<file path="config.mk">
export PLATFORM = sky130hd
export DESIGN_NAME = resc_stoch_to_bin
export DESIGN_NICKNAME = d
export VERILOG_FILES = /design/src/rtl/resc_stoch_to_bin.sv
export SDC_FILE = /design/constraint.sdc
export NUM_CORES = 1
export LEC_CHECK = 0
export BUFFER_PORTS_ARGS = -buffer_cell sky130_fd_sc_hd__buf_2
export CAP_MARGIN = 0
export CELL_PAD_IN_SITES_DETAIL_PLACEMENT = 0
export CELL_PAD_IN_SITES_GLOBAL_PLACEMENT = 2
export CORE_ASPECT_RATIO = 0.75
export CORE_MARGIN = 2
export CORE_UTILIZATION = 36
export CTS_CLUSTER_DIAMETER = 120
export DETAILED_ROUTE_END_ITERATION = 8
export GPL_ROUTABILITY_DRIVEN = 0
export PLACE_DENSITY = 0.86
export SYNTH_ARGS = -nofsm -noshare
export SYNTH_HDL_FRONTEND = slang
export SYNTH_SLANG_ARGS = --single-unit
</file>
<file path="constraint.sdc">
create_clock -name clk -period 2.4 [get_ports clk]
set_input_delay 0.48 -clock clk [delete_from_list [all_inputs] [get_ports clk]]
set_output_delay 0.48 -clock clk [all_outputs]
set_load 0.05 [all_outputs]
</file>
<file path="src/rtl/resc_stoch_to_bin.sv">
// Stochastic bitstream to binary converter: counts ones over 2^WIDTH valid samples.
// Latency 2^WIDTH valid cycles + 1; bit_valid gaps stretch the conversion; start is ignored while counting.
module resc_stoch_to_bin #(
    parameter int WIDTH = 10
) (
    input  logic             clk,
    input  logic             reset,
    input  logic             start,
    input  logic             bit_in,
    input  logic             bit_valid,
    output logic [WIDTH-1:0] y_bin,
    output logic             done,
    output logic             busy
);

    typedef enum logic [1:0] {
        IDLE  = 2'd0,
        COUNT = 2'd1,
        DONE  = 2'd2
    } state_t;

    localparam logic [WIDTH-1:0] SAMPLE_ONE = WIDTH'(1);

    state_t           state;
    state_t           state_nxt;
    logic [WIDTH-1:0] samples;
    logic [WIDTH:0]   ones;
    logic [WIDTH:0]   ones_inc;
    logic             last_sample;

    assign ones_inc    = ones + {{WIDTH{1'b0}}, bit_in};
    assign last_sample = (state == COUNT) && bit_valid && (samples == {WIDTH{1'b1}});

    always_comb begin
        state_nxt = state;
        case (state)
            IDLE:    if (start) state_nxt = COUNT;
            COUNT:   if (last_sample) state_nxt = DONE;
            DONE:    state_nxt = start ? COUNT : IDLE;
            default: state_nxt = IDLE;
        endcase
    end

    always_ff @(posedge clk or posedge reset) begin
        if (reset) begin
            state <= IDLE;
        end else begin
            state <= state_nxt;
        end
    end

    always_ff @(posedge clk or posedge reset) begin
        if (reset) begin
            samples <= '0;
            ones    <= '0;
        end else if (state != COUNT && start) begin
            samples <= '0;
            ones    <= '0;
        end else if (state == COUNT && bit_valid) begin
            samples <= samples + SAMPLE_ONE;
            ones    <= ones_inc;
        end
    end

    // The final sample is folded in here; an all-ones stream saturates to the top code.
    always_ff @(posedge clk or posedge reset) begin
        if (reset) begin
            y_bin <= '0;
        end else if (last_sample) begin
            y_bin <= ones_inc[WIDTH] ? {WIDTH{1'b1}} : ones_inc[WIDTH-1:0];
        end
    end

    assign done = (state == DONE);
    assign busy = (state == COUNT);

endmodule

</file>
# --- Word-level counts from Yosys, hierarchy flattened ---
# Cells that the tools add are included.
op_classes:
  shift: 0
  order_cmp: 0
  n_reduce_logical: 6
  eq_ne: 6
  muxes: 9
  div_mod_pow: 0
  mul: 0
  add_sub_neg: 2
  bitwise_logic: 0
ops:
  columns: ["op", "n"]
  rows:
  - ["$mux 10", 3]
  - ["$mux 11", 2]
  - ["$add 11x1->11", 1]
  - ["$add 10x1->10 const B", 1]
  - ["$eq 10x10->1 const B", 1]
  - ["$pmux 2 s3", 1]
  - ["$mux 2", 2]
  - ["$ne 2x1->1 const B", 2]
  - ["$logic_and 1x1->1", 3]
  - ["$eq 2x1->1 const B", 1]
  - ["$eq 2x2->1 const B", 1]
  - ["$logic_not 2->1", 1]
  - ["$ne 2x2->1 const B", 1]
  - ["$reduce_and 2->1", 1]
  - ["$reduce_bool 2->1", 1]
  - ["$mux 1", 1]
word_totals:
  mem_bits_rw: 0
  regBits: 33
  inputBits: 5
  latchBits: 0
  n_memories: 0
  rom_bits: 0
  elab_cells: 27

# --- Logic depth before layout (Yosys ltp) ---
depth:
  depth_word: 5
  mapped_depth: 6

# --- Worst setup path before layout ---
# No wires, ideal clock.
synth_timing:
  kind: "input -> register"
  from: "input bit_in"
  to: "register y_bin[0]"
  required_ns: 2.261
  n_path_buf: 0
  cell_stages: 6
  arrival_time_ns: 1.934
  slack_ns: 0.327
  path_cell_list: "ha_1 > ha_1 > nand3_1 > o31a_1 > nor4b_4 > a2bb2oi_1"
synth_via:
  elab_chain_cells: 2
synth_rtl:
  columns: ["item", "line", "rtl"]
  rows:
  - ["start: declaration", "9", "input logic bit_in,"]
  - ["$add 11x1->11", "31", "assign ones_inc = ones + {{WIDTH{1'b0}}, bit_in};"]
  - ["$mux 10", "70", "y_bin <= ones_inc[WIDTH] ? {WIDTH{1'b1}} : ones_inc[WIDTH-1:0];"]
  - ["end signal: assignment", "70", null]
  - ["end: declaration", "11", "output logic [WIDTH-1:0] y_bin,"]
# No other way between the ends.
# A chain may end at the register's enable or synchronous reset.

# --- Worst setup path after layout ---
layout_timing:
  from: "register ones[0]"
  to: "register y_bin[2]"
layout_via:
  elab_chain_cells: 2
layout_rtl:
  columns: ["item", "line", "rtl"]
  rows:
  - ["start: declaration", "27", "logic [WIDTH:0] ones;"]
  - ["start signal: assignment", "61", "ones <= ones_inc;"]
  - ["$add 11x1->11", "31", null]
  - ["$mux 10", "70", null]
# No other way between the ends.

==> impl_results.md <==
* Status: completed
* I/O Pins at 17
* Async SR Flop Fraction at 1.00
* Largest net degree at the start of global routing at 34
* Post-route cell area at 0.00186 sq mm
* Yosys cell types at 29
* Synth Area per Inst at 9.94 sq um
* Worst VDD drop at 0.342 mV
* Initial antenna violation count at 0
* # resized after CTS at 0
* Deepest level of the CTS H-tree at 2
* Setup TNS at 0 ns
* Final period utilization at 0.854
* Synthesized flop and latch total at 33
* Area grow syn2layout at 16.0%
* Post-layout min period at 2.05 ns
* # hold bufs at CTS at 0
* CP required at 2.56 ns
* Layout cells sized above 1 at 0.163
* Detailed-route via count at 1262
* Die Span Y at 61.7 microns
* Crit Path Category: flop to flop
* Starting Density at 0.385
* Average via count per standard cell at 5.28
* Cell area power density at 673 mW/mm^2
* Worst Hold Class: input pin to asynchronous set/reset pin
* Worst-Skew Late Latency at 0.28 ns
* Post-CTS Setup Bufs at 0
* Post-synthesis sequential area ratio at 0.516
* Kind of end point of the critical path: flop
* CP startpoint kind: flop
* Sink Count at 33
* Cell taking the most area after synthesis: dfrtp_1
* Dominant cells by area after synthesis: dfrtp_1 52%, xnor2_1 6.0%, a2bb2oi_1 5.5%
* Slew Viols, Final at 0
* Capturing point of the worst reg2reg path: y_bin[2]
* Synthesized net count at 169
* Routed wire per std cell at 14.6 microns
* DR DRC count at 0
* Post-synth EDFFs at 0
* Clk_skew at 0.00367 ns
* RSZ-0062 raised after global routing: false
* CTS root buf: clkbuf_8
* PortBufs at 16
* Setup violations, final at 0
* Initial drt markers at 79
* R2r setup slk at 0.35 ns
* Vias in the first global route at 1189
* Post-synth top area share at 0.516
* Placed Area at 0.00177 sq mm
* Die width at 81.0 microns
* Die area at 0.00500 sq mm
* Row count at 20
* Fillers at 417
* Yosys synthesis warning count at 0
* Post-Route WL at 3490 microns
* Fmax at 488 MHz
* Max-Slew Margin vs Limit at 0.619
* First-pass GRT wire length at 5950 microns
* CTS tree: yes
* Nets@finish at 192
* Placed cell count at 232
* DRT Pass-1 Iters at 4
* Clk slew on worst S/H paths at 0.06 ns
* Worst reg2reg path startpoint: ones[0]
* Leakage power at 0.000821 uW
* HPWL after detailed placement at 2430 microns
* Grt ovf at 0
* Hold Violations, Final at 0
* Worst EP arrival at 2.21 ns
* Final ANT Viol Nets at 0
* Synth Cell Area at 0.00160 sq mm
* Ys flop type: dfrtp_1
* Num CTS Buffers at 5
* CTS Buffer Depth at 2
* Core Area at 0.00415 sq mm
* Syn Inst Count at 161
* Layout Cells excl Fill at 239
* CP Max Fanout at 10
* # diodes at 0
* Most numerous cell in the Yosys netlist: dfrtp_1
* Worst slew pin tran at 0.570 ns
* Synth cell count leaders: 33 x dfrtp_1, 15 x nand2_1, 13 x o21ai_0
* Max Cap Viol at 0
* R2r worst-path depth at 7
* All-Layer GR Usage at 0.163
[metrics by stage]
stage / util / power [uW] / worst slack [ns] / hold slack, ns
6_report: 0.447 / 1250 / 0.351 / 0.278
3_3_place_gp: 0.426 / 838 / 0.193 / 0.482
4_1_cts: 0.447 / 1270 / 0.355 / 0.292
5_1_grt: 0.447 / 1340 / 0.206 / 0.312
3_5_place_dp: 0.426 / 845 / 0.143 / 0.489
2_1_floorplan: - / 793 / 0.327 / 0.454
[cell usage in the layout, fill, tap and decap left out, drive strengths merged, types with 5 or more instances in the layout]
master,netlist,routed
xnor2,11,11
o21ai,13,13
a2bb2oi,10,10
dfrtp,33,33
nand2,15,15
nand3,5,5
nor2,12,12
buf,1,22
inv,10,10
clkbuf,5,7
nor3,6,6
[logic make-up (layout without fill, tap and decap cells)]
| kind of cell | count (synthesis) | in the layout | share of synthesized area |
|---|---|---|---|
| and+or+nand+nor | 59 | 59 | 0.195 |
| AOI/OAI and AO/OA | 37 | 37 | 0.156 |
| DFF | 33 | 33 | 0.516 |
| buffers and inverters | 16 | 39 | 0.0383 |
| xor gates and xnor gates | 13 | 13 | 0.0711 |
| adders and majority gates | 3 | 3 | 0.0235 |
[flip-flops by register name, indices dropped and copies added, names as in the netlist]
register  flops
state         2
samples      10
ones         11
y_bin        10
[area by class of cell]
class	instances	area [sq um]	share of cell area
clock buffer	7	86.3	0.0465
tap	55	68.8	0.0371
multi-input combinational	112	713	0.384
sequential	33	826	0.445
inverter	10	37.5	0.0202
timing repair buffer	22	125	0.0674
[power breakdown]
part	leakage [uW]	switching (uW)	internal (uW)
combinational	0.000333	89.0	66.2
sequential	0.000444	63.5	615
clock	0.0000443	189	227
total	0.000821	341	908
[worst max-delay path by stage]
stage	from	end	slack (ns)
final	ones[0]	y_bin[2]	0.35
after global routing	ones[0]	y_bin[8]	0.21
after CTS	ones[0]	y_bin[2]	0.35
after detailed placement	bit_in	y_bin[0]	0.14
after global placement	bit_in	y_bin[2]	0.19
after floorplan	bit_in	y_bin[0]	0.33
[per-layer routing]
layer	track usage	up-vias	part of all wire
li1	-	616	-
met1	0.229	619	0.51
met2	0.247	22	0.44
met3	0.0390	5	0.038
met4	0.0654	0	0.012
met5	0	-	0
[worst max-delay path, stage by stage (launching register included)]
cell,delay [ns]
dfrtp_1,0.35
ha_1,0.19
ha_1,0.24
nand3_1,0.21
o31a_1,0.39
nor4b_4,0.25
buf_4,0.21
a2bb2oi_1,0.08
Note: power is estimated with default switching activity, not from simulation.
